### src/rtl/commit_ctrl_n.sv
// -----------------------------------------------------------------------------
// commit_ctrl_n
//
// Commit / exception controller sitting after write-back. Each cycle it looks
// at ISSUE_WIDTH commit slots (slot 0 oldest). It finds the oldest slot that
// carries an exception, an interrupt, an ertn or an idle, and retires only the
// slots older than that one. Exceptions and ertn are reported to the CSR block
// combinationally, and the pipeline redirect (flush + new_pc) is registered
// one cycle later. After an idle retires the controller parks in IDLE_WAIT
// with the whole pipe paused until an interrupt arrives. A free-running
// counter accumulates the number of retired instructions.
//
// Ports
//   clk, rst_n        clock, asynchronous active-low reset
//   slot_*            per-slot instruction info (valid, pc, exception flags,
//                     per-source causes, priv/ertn/idle, badv, rf write req);
//                     slot_csr_we applies to slot 0 only
//   crmd_*, ecfg_lie, estat_is, era, eentry
//                     CSR state used for interrupts and redirect targets
//   branch_flush, branch_target
//                     mispredict redirect request from the back end
//   pause_req         stall request from stage j (0 .. PIPE_WIDTH-2)
//   commit_en, rf_we, csr_we
//                     gated retire / write enables
//   exc_*, ertn_valid exception / ertn report to the CSR block
//   flush, new_pc     registered per-stage flush and redirect target
//   pause             per-stage pause mask
//   retired_cnt       retired instruction counter (wraps)
// -----------------------------------------------------------------------------
module commit_ctrl_n #(
    parameter int ISSUE_WIDTH = 2,
    parameter int PIPE_WIDTH  = 8,
    parameter int EXC_SRC     = 6,
    parameter int CNT_W       = 64
) (
    input  logic                              clk,
    input  logic                              rst_n,
    input  logic [ISSUE_WIDTH-1:0]            slot_valid,
    input  logic [ISSUE_WIDTH*32-1:0]         slot_pc,
    input  logic [ISSUE_WIDTH*EXC_SRC-1:0]    slot_exc,
    input  logic [ISSUE_WIDTH*EXC_SRC*15-1:0] slot_cause,
    input  logic [ISSUE_WIDTH-1:0]            slot_priv,
    input  logic [ISSUE_WIDTH-1:0]            slot_ertn,
    input  logic [ISSUE_WIDTH-1:0]            slot_idle,
    input  logic [ISSUE_WIDTH*32-1:0]         slot_mem_addr,
    input  logic [ISSUE_WIDTH-1:0]            slot_rf_we,
    input  logic                              slot_csr_we,
    input  logic [1:0]                        crmd_plv,
    input  logic                              crmd_ie,
    input  logic [12:0]                       ecfg_lie,
    input  logic [12:0]                       estat_is,
    input  logic [31:0]                       era,
    input  logic [31:0]                       eentry,
    input  logic                              branch_flush,
    input  logic [31:0]                       branch_target,
    input  logic [PIPE_WIDTH-2:0]             pause_req,
    output logic [ISSUE_WIDTH-1:0]            commit_en,
    output logic [ISSUE_WIDTH-1:0]            rf_we,
    output logic                              csr_we,
    output logic                              exc_valid,
    output logic [5:0]                        exc_ecode,
    output logic [8:0]                        exc_esubcode,
    output logic [31:0]                       exc_pc,
    output logic [31:0]                       exc_badv,
    output logic                              ertn_valid,
    output logic [PIPE_WIDTH-1:0]             flush,
    output logic [31:0]                       new_pc,
    output logic [PIPE_WIDTH-1:0]             pause,
    output logic [CNT_W-1:0]                  retired_cnt
);

    localparam logic [5:0] ECODE_INT = 6'h00;
    localparam logic [5:0] ECODE_IPE = 6'h0E;

    typedef enum logic [1:0] {
        ST_RUN       = 2'd0,
        ST_REDIRECT  = 2'd1,
        ST_IDLE_WAIT = 2'd2
    } state_e;

    state_e                 state_q, state_d;
    logic [PIPE_WIDTH-1:0]  flush_q, flush_d;
    logic [31:0]            new_pc_q, new_pc_d;
    logic [31:0]            idle_pc_q, idle_pc_d;
    logic [CNT_W-1:0]       cnt_q, cnt_d;

    // -------------------------------------------------------------------------
    // Per-slot cause selection: highest set source wins; a privileged
    // instruction flagged on source 2 outside PLV0 turns into IPE.
    // -------------------------------------------------------------------------
    logic [ISSUE_WIDTH-1:0]    slot_has_exc;
    logic [ISSUE_WIDTH*15-1:0] slot_sel_cause;

    generate
        for (genvar gi = 0; gi < ISSUE_WIDTH; gi++) begin : g_slot
            logic [14:0] cause_l;
            logic        src2_l;

            always_comb begin
                cause_l = '0;
                src2_l  = 1'b0;
                for (int s = 0; s < EXC_SRC; s++) begin
                    if (slot_exc[gi*EXC_SRC + s]) begin
                        cause_l = slot_cause[(gi*EXC_SRC + s)*15 +: 15];
                        src2_l  = (s == 2);
                    end
                end
            end

            assign slot_has_exc[gi] = |slot_exc[gi*EXC_SRC +: EXC_SRC];
            assign slot_sel_cause[gi*15 +: 15] =
                (src2_l && slot_priv[gi] && (crmd_plv != 2'd0)) ? {9'd0, ECODE_IPE} : cause_l;
        end
    endgenerate

    // -------------------------------------------------------------------------
    // Pause mask: highest requesting stage j pauses stages 0..j (thermometer).
    // -------------------------------------------------------------------------
    logic [PIPE_WIDTH-1:0] pause_run;

    generate
        for (genvar gi = 0; gi < PIPE_WIDTH-1; gi++) begin : g_pause
            assign pause_run[gi] = |pause_req[PIPE_WIDTH-2:gi];
        end
    endgenerate
    assign pause_run[PIPE_WIDTH-1] = 1'b0;

    logic commit_blk;
    logic int_pend;

    // A pause reaching wb-1 or wb means the commit stage itself is held.
    assign commit_blk = |pause_run[PIPE_WIDTH-1:PIPE_WIDTH-2];
    assign int_pend   = crmd_ie & (|(ecfg_lie & estat_is));

    // -------------------------------------------------------------------------
    // Oldest-event search and commit gating (only meaningful in RUN).
    // -------------------------------------------------------------------------
    logic        ev_found, ev_exc, ev_ertn, ev_idle;
    logic [14:0] ev_cause;
    logic [31:0] ev_pc, ev_badv;

    always_comb begin
        commit_en = '0;
        ev_found  = 1'b0;
        ev_exc    = 1'b0;
        ev_ertn   = 1'b0;
        ev_idle   = 1'b0;
        ev_cause  = '0;
        ev_pc     = '0;
        ev_badv   = '0;
        if ((state_q == ST_RUN) && !commit_blk) begin
            for (int i = 0; i < ISSUE_WIDTH; i++) begin
                if (slot_valid[i] && !ev_found) begin
                    if ((i == 0) && int_pend) begin
                        // Interrupt is attached to the oldest slot and
                        // overrides whatever else that slot reports.
                        ev_found = 1'b1;
                        ev_exc   = 1'b1;
                        ev_cause = {9'd0, ECODE_INT};
                        ev_pc    = slot_pc[i*32 +: 32];
                        ev_badv  = slot_mem_addr[i*32 +: 32];
                    end else if (slot_has_exc[i]) begin
                        ev_found = 1'b1;
                        ev_exc   = 1'b1;
                        ev_cause = slot_sel_cause[i*15 +: 15];
                        ev_pc    = slot_pc[i*32 +: 32];
                        ev_badv  = slot_mem_addr[i*32 +: 32];
                    end else if (slot_ertn[i]) begin
                        ev_found     = 1'b1;
                        ev_ertn      = 1'b1;
                        ev_pc        = slot_pc[i*32 +: 32];
                        commit_en[i] = 1'b1;
                    end else if (slot_idle[i]) begin
                        ev_found     = 1'b1;
                        ev_idle      = 1'b1;
                        ev_pc        = slot_pc[i*32 +: 32];
                        commit_en[i] = 1'b1;
                    end else begin
                        commit_en[i] = 1'b1;
                    end
                end
            end
        end
    end

    assign rf_we      = commit_en & slot_rf_we;
    assign csr_we     = commit_en[0] & slot_csr_we;
    assign ertn_valid = ev_ertn;
    assign pause      = (state_q == ST_IDLE_WAIT) ? {PIPE_WIDTH{1'b1}} : pause_run;

    always_comb begin
        exc_valid    = 1'b0;
        exc_ecode    = '0;
        exc_esubcode = '0;
        exc_pc       = '0;
        exc_badv     = '0;
        if (state_q == ST_IDLE_WAIT) begin
            if (int_pend) begin
                // Wake-up interrupt returns to the instruction after idle.
                exc_valid = 1'b1;
                exc_ecode = ECODE_INT;
                exc_pc    = idle_pc_q + 32'd4;
            end
        end else if (ev_exc) begin
            exc_valid    = 1'b1;
            exc_ecode    = ev_cause[5:0];
            exc_esubcode = ev_cause[14:6];
            exc_pc       = ev_pc;
            exc_badv     = ev_badv;
        end
    end

    // -------------------------------------------------------------------------
    // Next state: redirect, idle wait, counter.
    // -------------------------------------------------------------------------
    always_comb begin
        logic [CNT_W-1:0] cnt_inc;
        state_d   = state_q;
        flush_d   = '0;
        new_pc_d  = new_pc_q;
        idle_pc_d = idle_pc_q;
        cnt_inc   = '0;
        for (int i = 0; i < ISSUE_WIDTH; i++) begin
            cnt_inc = cnt_inc + CNT_W'(commit_en[i]);
        end
        cnt_d = cnt_q + cnt_inc;

        case (state_q)
            ST_RUN: begin
                if (ev_exc) begin
                    state_d  = ST_REDIRECT;
                    flush_d  = '1;
                    new_pc_d = eentry;
                end else if (ev_ertn) begin
                    state_d  = ST_REDIRECT;
                    flush_d  = '1;
                    new_pc_d = era;
                end else if (branch_flush) begin
                    // Branch redirect leaves wb alone: the branch itself retires.
                    state_d  = ST_REDIRECT;
                    flush_d  = {1'b0, {(PIPE_WIDTH-1){1'b1}}};
                    new_pc_d = branch_target;
                end else if (ev_idle) begin
                    state_d   = ST_IDLE_WAIT;
                    idle_pc_d = ev_pc;
                end
            end
            ST_REDIRECT: begin
                state_d = ST_RUN;
            end
            ST_IDLE_WAIT: begin
                if (int_pend) begin
                    state_d  = ST_REDIRECT;
                    flush_d  = '1;
                    new_pc_d = eentry;
                end
            end
            default: begin
                state_d = ST_RUN;
            end
        endcase
    end

    always_ff @(posedge clk or negedge rst_n) begin
        if (!rst_n) begin
            state_q   <= ST_RUN;
            flush_q   <= '0;
            new_pc_q  <= '0;
            idle_pc_q <= '0;
            cnt_q     <= '0;
        end else begin
            state_q   <= state_d;
            flush_q   <= flush_d;
            new_pc_q  <= new_pc_d;
            idle_pc_q <= idle_pc_d;
            cnt_q     <= cnt_d;
        end
    end

    assign flush       = flush_q;
    assign new_pc      = new_pc_q;
    assign retired_cnt = cnt_q;

endmodule

### config.mk
export PLATFORM = sky130hd
export DESIGN_NAME = commit_ctrl_n
export DESIGN_NICKNAME = d
export VERILOG_FILES = /design/src/rtl/commit_ctrl_n.sv
export SDC_FILE = /design/constraint.sdc
export NUM_CORES = 1
export LEC_CHECK = 0
export CAP_MARGIN = 20
export CORE_AREA = 5 5 252 254
export DETAILED_ROUTE_END_ITERATION = 8
export DIE_AREA = 0 0 257 259
export HOLD_SLACK_MARGIN = 0.15
export SYNTH_ARGS = -nofsm -noshare
export SYNTH_HDL_FRONTEND = slang
export SYNTH_SLANG_ARGS = --single-unit
### constraint.sdc
create_clock -name clk -period 9.2 [get_ports clk]
set_clock_uncertainty 0.15 [all_clocks]
set_input_delay 2.76 -clock clk [delete_from_list [all_inputs] [get_ports clk]]
set_output_delay 2.76 -clock clk [all_outputs]
set_load 0.01 [all_outputs]
### After elaboration in Yosys (flattened, before gate mapping)

Cells that the tools add are included.

* $add $sub $neg: 3
* equal/unequal tests: 4
* bitwise operators: 7
* multiplexer cells: 108
* reductions and logical operators: 23

Operators by type and width (number)
* $mux 32: 25
* $mux 15: 20
* $add 64x2->64: 1
* $pmux 32 s2: 1
* $mux 1: 45
* $add 32x3->32 const B: 1
* $mux 8: 4
* $mux 9: 2
* $reduce_or 6->1: 3
* $pmux 8 s2: 1
* $and 13x13->13: 1
* $reduce_or 13->1: 1
* $mux 2: 6
* $mux 6: 2
* $mux 7: 1
* $reduce_or 7->1: 1
* $logic_and 1x1->1: 6
* $ne 5x5->1 const B: 1
* $reduce_and 5->1: 1
* $reduce_or 5->1: 1
* $ne 4x4->1 const B: 1
* $pmux 2 s2: 1
* $reduce_bool 2->1: 2
* $reduce_or 4->1: 1
* 12 further kinds: 16

* output and inout bits: 198
* bits in registers: 138
* input port bits: 466

### Logic depth before layout (Yosys ltp)

Gate-level depths: netlist of the first run.

* depth after elaboration: 15
* gate-level depth with buffers: 17
* gate-level depth less buffers: 14

### Worst setup path after synthesis of the first run

No wires, ideal clock.

* path type: input-to-output
* start point: in ecfg_lie[5]
* end point: out exc_ecode[0]
* data arrival time: 5167 ps
* path slack: 1123 ps
* stages on the path: 9
* path buffers: 2
* cells stage by stage: a222oi_1 -> nand3_1 -> or4_1 -> clkbuf_1 -> a21oi_1 -> nand2_1 -> clkbuf_1 -> o32a_1 -> nor2_1

* cells in the longest elaborated chain, start to end: 12
* elaborated cells on any way between the ends: 20

RTL lines
* start: declaration: RTL line 50 `input logic [12:0] ecfg_lie,`
* $and 13x13->13 (*): RTL line 133 `assign int_pend = crmd_ie & (|(ecfg_lie & estat_is));`
* $reduce_or 13->1 (*): RTL line 133
* $and 1x1->1 (*): RTL line 133
* $mux 1: RTL line 154 `if ((i == 0) && int_pend) begin`
* $mux 1: RTL line 153 `if (slot_valid[i] && !ev_found) begin`
* $mux 1: RTL line 151 `if ((state_q == ST_RUN) && !commit_blk) begin`
* $logic_not 1->1: RTL line 153
* $logic_and 1x1->1: RTL line 153
* $mux 15 or $mux 1 (tied branches): RTL line 153
* $mux 15 or $mux 1 (tied branches): RTL line 151
* $mux 6 (*): RTL line 204 `end else if (ev_exc) begin`
* $mux 6 (*): RTL line 197 `if (state_q == ST_IDLE_WAIT) begin`
* end: declaration: RTL line 61 `output logic [5:0] exc_ecode,`

Every way passes the cells marked *; elsewhere a longest branch is shown, timed or not. The select of a mux whose other input is x is not followed.

### Worst setup path after layout of the first run

Ends and elaborated chain as after synthesis.

==> results.py, run 1 <==
metrics = {
    "run_status": {
        "outcome": "completed",
    },
    "global_route": {
        "antenna_found_initial": 20,
        "grt_pass1_wl_microns": 87800,
        "overflow": 0,
        "first_global_vias": 12387,
        "grt_usage": 0.176,
        "grt_max_degree": 72,
    },
    "cts": {
        "postCtsSetupRepairBufs": 0,
        "cts.sinks": 132,
        "cts_tree": "built",
        "cts_root_buf": "clkbuf_16",
        "clk_latency_ns": 0.45,
        "cts_max_level": 4,
        "cts_buffers": 17,
        "clk_pin_slew_ns": 0.07,
        "clk_path_buf_depth": 2,
    },
    "synth": {
        "yosysTopAreaCell": "dfrtp_1",
        "ys_seq_area_frac": 0.334,
        "ys_ff_latch": 132,
        "ys_types": 49,
        "syn_nets": 1669,
        "syn_inst": 1200,
        "syn-mean-instance-area_sq_um": 8.25,
        "synth_area_sq_um": 9900,
        "synth_edf_count": 0,
        "synth_top_area_frac": 0.334,
        "synth_flop_cell": "dfrtp_1",
        "synth_warnings": 0,
        "async_reset_ff_frac": 1.00,
        "synth_area_leaders": "dfrtp_1, xnor2_1, o31ai_1, a22oi_1, nand2_1",
    },
    "setup_path": {
        "critPathLaunchType": "input port",
        "r2r-end": "retired_cnt[55]",
        "path_buf_inv": 4,
        "path_cells": "clkdlybuf4s50_1, a222oi_1, buf_4, nand3_1, or4_4, a21oi_4, nand2_1, buf_4, o32a_1, nor2_1, clkdlybuf4s50_1",
        "arrival_ns": 6.23,
        "required_ns": 6.29,
        "critPathTopFamily": "buffers and inverters",
        "criticalPathCategory": "in -> out",
        "endpoint_kind": "primary output",
        "r2r_setup_slack_ns": 4.61,
        "r2r_start": "state_q[1]",
        "critPathMaxFanout": 12,
        "cp_slowest_stage_delay_ns": 0.61,
        "critical_path.slowest_cell": "or4_4",
        "worstRegToRegCells": 14,
    },
    "floorplan": {
        "rows": 91,
        "dieArea_sq_um": 66600,
        "coreArea_sq_um": 61000,
        "io_pins": 664,
        "fp.dieH_microns": 259,
        "die_width_microns": 257,
        "start_util": 0.162,
    },
    "pwr": {
        "power_per_cell_area_nw_per_um2": 115,
        "p_leak_nw": 7.30,
        "ir_drop_mv": 0.127,
        "total_power_mw": 2.11,
    },
    "drt": {
        "drc": 0,
        "vias_per_cell": 4.68,
        "ant_nets": 0,
        "drt_iter0_drc": 1033,
        "drtPass1Iterations": 6,
        "vias": 12373,
        "post_drt_wl_per_cell_microns": 23.6,
        "wl_microns": 62300,
    },
    "cells_and_area": {
        "layout_common_cells": "clkdlybuf4s50_1, dfrtp_1, nand2_1",
        "final_nets": 2297,
        "synthToLayoutAreaGrowth_pct": 84.7,
        "layout-drive-gt1-share": 0.0576,
        "final_common_cell": "clkdlybuf4s50_1",
    },
    "timing": {
        "hold_ws_ns": 0.323,
        "tightest_slew_ns": 1.15,
        "max_freq_mhz": 109,
        "rsz0062_at_grt": "no",
        "relSlewSlack": 0.214,
        "final-setup-viol-count": 0,
        "drv_slew": 0,
        "hold_violations": 0,
        "post-route-period-util": 0.993,
        "period_minus_slack_ns": 9.14,
    },
    "worst_hold_path": {
        "min_to": "retired_cnt[63]",
        "hold_path_class": "reg -> reg",
        "min_path_cells": 1,
        "min_from": "retired_cnt[63]",
    },
    "place": {
        "port_buffers": 663,
        "place.gp.congestion": 0.994,
        "hpwl_microns": 50600,
    },
    "run": {
        "drv_cap": 0,
    },
}
-- registers in the layout, indices dropped and copies added, names as in the netlist --
signal,count
new_pc,32
idle_pc_q,32
retired_cnt,64
flush,2
state_q,2
-- logic make-up after synthesis --
logic type,Yosys count,synth area share
XOR/XNOR,90,0.0796
multiplexers,32,0.0324
adder cells (fa/ha/maj),3,0.00455
AND/OR/NAND/NOR,385,0.195
buffers and inverters,185,0.0747
AO/OA/AOI/OAI,373,0.280
flip-flops,132,0.334
-- layer usage --
layer | wire [microns] | track usage
met1 | 26100 | 0.226
met2 | 28300 | 0.274
met3 | 6290 | 0.0699
met4 | 1530 | 0.0501
met5 | 106 | 0
-- synthesized netlist by cell type (2+ instances only) --
cell type,instances
a221oi_1,31
a21o_1,17
ha_1,2
o311ai_0,18
nor2_1,73
nand3_1,43
xor2_1,28
o32a_1,12
a21oi_1,5
nor4_1,4
a22oi_1,56
o21ai_0,37
inv_1,76
nand4_1,17
a21boi_0,32
or4_1,3
buf_4,6
o31ai_1,64
clkbuf_1,98
o22ai_1,56
a211oi_1,13
nor3_1,35
nand2_1,99
and3_1,54
mux2i_1,32
and4_1,15
nor2b_1,22
a22o_1,16
or2_2,5
buf_1,2
xnor2_1,62
dfrtp_1,132
and2_1,5
o211ai_1,8
or3_1,6
buf_6,3
-- stage by stage --
stage | util | cell area (sq um) | TNS (ns) | setup WS, ns | std cells
after floorplan | - | 9900 | 0 | 1.12 | 1200
after global placement | 0.288 | 17600 | -0.235 | -0.0767 | 2598
after detailed placement | 0.288 | 17600 | -0.0727 | -0.0578 | 2598
after CTS | 0.299 | 18200 | 0 | 0.114 | 2629
after global routing | 0.299 | 18300 | 0 | 0.00608 | 2634
final | 0.300 | 18300 | 0 | 0.0638 | 2645
-- worst max path at each step --
stage	start	to	slack (ns)	depth (start not counted)
after floorplan	ecfg_lie[5]	exc_ecode[0]	1.12	9
after global placement	ecfg_lie[8]	exc_badv[31]	-0.08	10
after detailed placement	ecfg_lie[8]	exc_badv[31]	-0.06	10
after CTS	ecfg_lie[5]	exc_ecode[0]	0.11	11
after global routing	ecfg_lie[5]	exc_ecode[0]	0.006	11
final	ecfg_lie[5]	exc_ecode[0]	0.06	11
-- power breakdown --
| group | switching, mW | total [mW] | internal, mW |
|---|---|---|---|
| sequential | 0.0279 | 0.653 | 0.625 |
| clock | 0.291 | 0.771 | 0.480 |
| combinational | 0.300 | 0.688 | 0.387 |
| total | 0.619 | 2.11 | 1.49 |
-- layout make-up --
| cell class | instances | area [sq um] |
|---|---|---|
| fillers | 6441 | 42700 |
| repair buffers | 718 | 7100 |
| multi-input cells | 883 | 5940 |
| flip-flops and latches | 132 | 3300 |
| well taps | 790 | 988 |
| clock buffers | 18 | 429 |
| inverters | 76 | 285 |
| clock inverters | 13 | 206 |
| diodes | 15 | 37.5 |
-- timing repair --
action | in CTS | in global routing
endpoints found under the setup margin | 6 | 0
resized for setup | 2 | 0
hold buffers | 0 | 0
Note: power is estimated with default switching activity, not from simulation.
==> run 2: changes to the inputs <==
--- a/config.mk
+++ b/config.mk
@@ -10,6 +10,7 @@
 export DETAILED_ROUTE_END_ITERATION = 8
 export DIE_AREA = 0 0 257 259
 export HOLD_SLACK_MARGIN = 0.15
+export RECOVER_POWER = 50
 export SYNTH_ARGS = -nofsm -noshare
 export SYNTH_HDL_FRONTEND = slang
 export SYNTH_SLANG_ARGS = --single-unit
==> results.py, run 2 (synthesized netlist as in run 1, its figures left out) <==
metrics = {
    "setup_path": {
        "critPathMaxFanout": 12,
        "path_buf_inv": 4,
        "criticalPathCategory": "in -> out",
        "endpoint_kind": "primary output",
        "critical_path.slowest_cell": "or4_4",
        "arrival_ns": 6.21,
        "cp_slowest_stage_delay_ns": 0.61,
        "worstRegToRegCells": 14,
        "r2r_setup_slack_ns": 4.65,
        "cp.depth": 11,
        "critPathTopFamily": "buffers and inverters",
        "required_ns": 6.29,
        "critPathLaunchType": "input port",
        "path_cells": "clkdlybuf4s50_1, a222oi_1, buf_4, nand3_1, or4_4, a21oi_4, nand2_1, buf_4, o32a_1, nor2_1, clkdlybuf4s50_1",
    },
    "floorplan": {
        "coreArea_sq_um": 61000,
        "rows": 91,
        "die_width_microns": 257,
        "io_pins": 664,
        "dieArea_sq_um": 66600,
        "fp.dieH_microns": 259,
        "start_util": 0.162,
    },
    "cells_and_area": {
        "largest_register_ffs": 64,
        "final_nets": 2297,
        "final_common_cell": "clkdlybuf4s50_1",
        "layout-drive-gt1-share": 0.0565,
        "synthToLayoutAreaGrowth_pct": 84.4,
        "design_area_sq_um": 18300,
        "layout_common_cells": "clkdlybuf4s50_1, dfrtp_1, nand2_1",
    },
    "cts": {
        "clk_latency_ns": 0.45,
        "clk_pin_slew_ns": 0.07,
        "clk_path_buf_depth": 2,
        "cts.sinks": 132,
        "cts_tree": "built",
        "cts_root_buf": "clkbuf_16",
        "cts_buffers": 17,
        "cts_max_level": 4,
        "postCtsSetupRepairBufs": 0,
    },
    "drt": {
        "post_drt_wl_per_cell_microns": 23.6,
        "route.met3.wl_microns": 6110,
        "ant_nets": 0,
        "vias_per_cell": 4.67,
        "wl_met2_microns": 28400,
        "wl_met1_microns": 26300,
        "vias": 12366,
        "top_layer": "met5",
        "drc": 0,
        "drt_iter0_drc": 1042,
        "drtPass1Iterations": 6,
        "wl_microns": 62400,
    },
    "run_status": {
        "outcome": "finished, violations left",
        "violations": "max-capacitance violations, max-slew violations",
    },
    "pwr": {
        "p_leak_nw": 7.50,
        "power_per_cell_area_nw_per_um2": 115,
        "total_power_mw": 2.09,
        "ir_drop_mv": 0.128,
    },
    "run": {
        "drv_cap": 2,
    },
    "place": {
        "pre_cts_ws_ns": -0.0578,
        "hpwl_microns": 50600,
        "port_buffers": 663,
        "place.gp.congestion": 0.994,
        "post_dp_cell_area_sq_um": 17600,
    },
    "global_route": {
        "grt_usage": 0.176,
        "grt_pass1_wl_microns": 87800,
        "antenna_found_initial": 20,
        "first_global_vias": 12387,
        "overflow": 0,
        "grt_max_degree": 72,
    },
    "timing": {
        "period_minus_slack_ns": 9.12,
        "relSlewSlack": -1.40,
        "fin_tns_setup_ns": 0,
        "final-setup-viol-count": 0,
        "drv_slew": 130,
        "rsz0062_at_grt": "no",
        "max_freq_mhz": 110,
        "tightest_slew_ns": 3.60,
        "hold_violations": 0,
        "post-route-period-util": 0.991,
        "fin_ws_ns": 0.0825,
    },
    "worst_hold_path": {
        "hold_path_class": "reg -> reg",
        "min_path_cells": 1,
    },
}
## run 2: path summary, 6_finish.rpt
path / from / to
max: ecfg_lie[5] / exc_ecode[0]
min: retired_cnt[63] / retired_cnt[63]
max reg2reg: state_q[1] / retired_cnt[55]
min reg2reg: retired_cnt[63] / retired_cnt[63]
max in group asynchronous: rst_n / new_pc[26]
min in group asynchronous: rst_n / retired_cnt[12]
## run 2: final cells by class
class | count | area (sq um)
timing repair buffer | 718 | 7060
clock buffer | 18 | 429
inverter | 76 | 285
sequential | 132 | 3300
fill | 6440 | 42800
multi-input combinational | 883 | 5940
clock inverter | 13 | 206
tap | 790 | 988
antenna | 17 | 42.5
## run 2: what timing repair did
item	in CTS	in global routing
hold buffers	0	0
endpoints found under the setup margin	6	0
resized for setup	2	0
## run 2: power by group
group	total (mW)	internal [mW]	leakage (nW)	switching, mW
clock	0.773	0.480	0.307	0.293
combinational	0.670	0.369	5.44	0.301
sequential	0.651	0.625	1.75	0.0260
## run 2: stage by stage
| stage | hold WS (ns) | util | std cells |
|---|---|---|---|
| after floorplan | 0.300 | - | 1200 |
| final | 0.318 | 0.299 | 2647 |
| after global placement | 0.312 | 0.288 | 2598 |
| after detailed placement | 0.318 | 0.288 | 2598 |
| after CTS | 0.331 | 0.299 | 2629 |
| after global routing | 0.343 | 0.299 | 2634 |
## run 2: layer usage
layer	GRT usage	up-vias
li1	-	5711
met1	0.226	5944
met2	0.274	599
met3	0.0699	98
met4	0.0501	14
met5	0	-
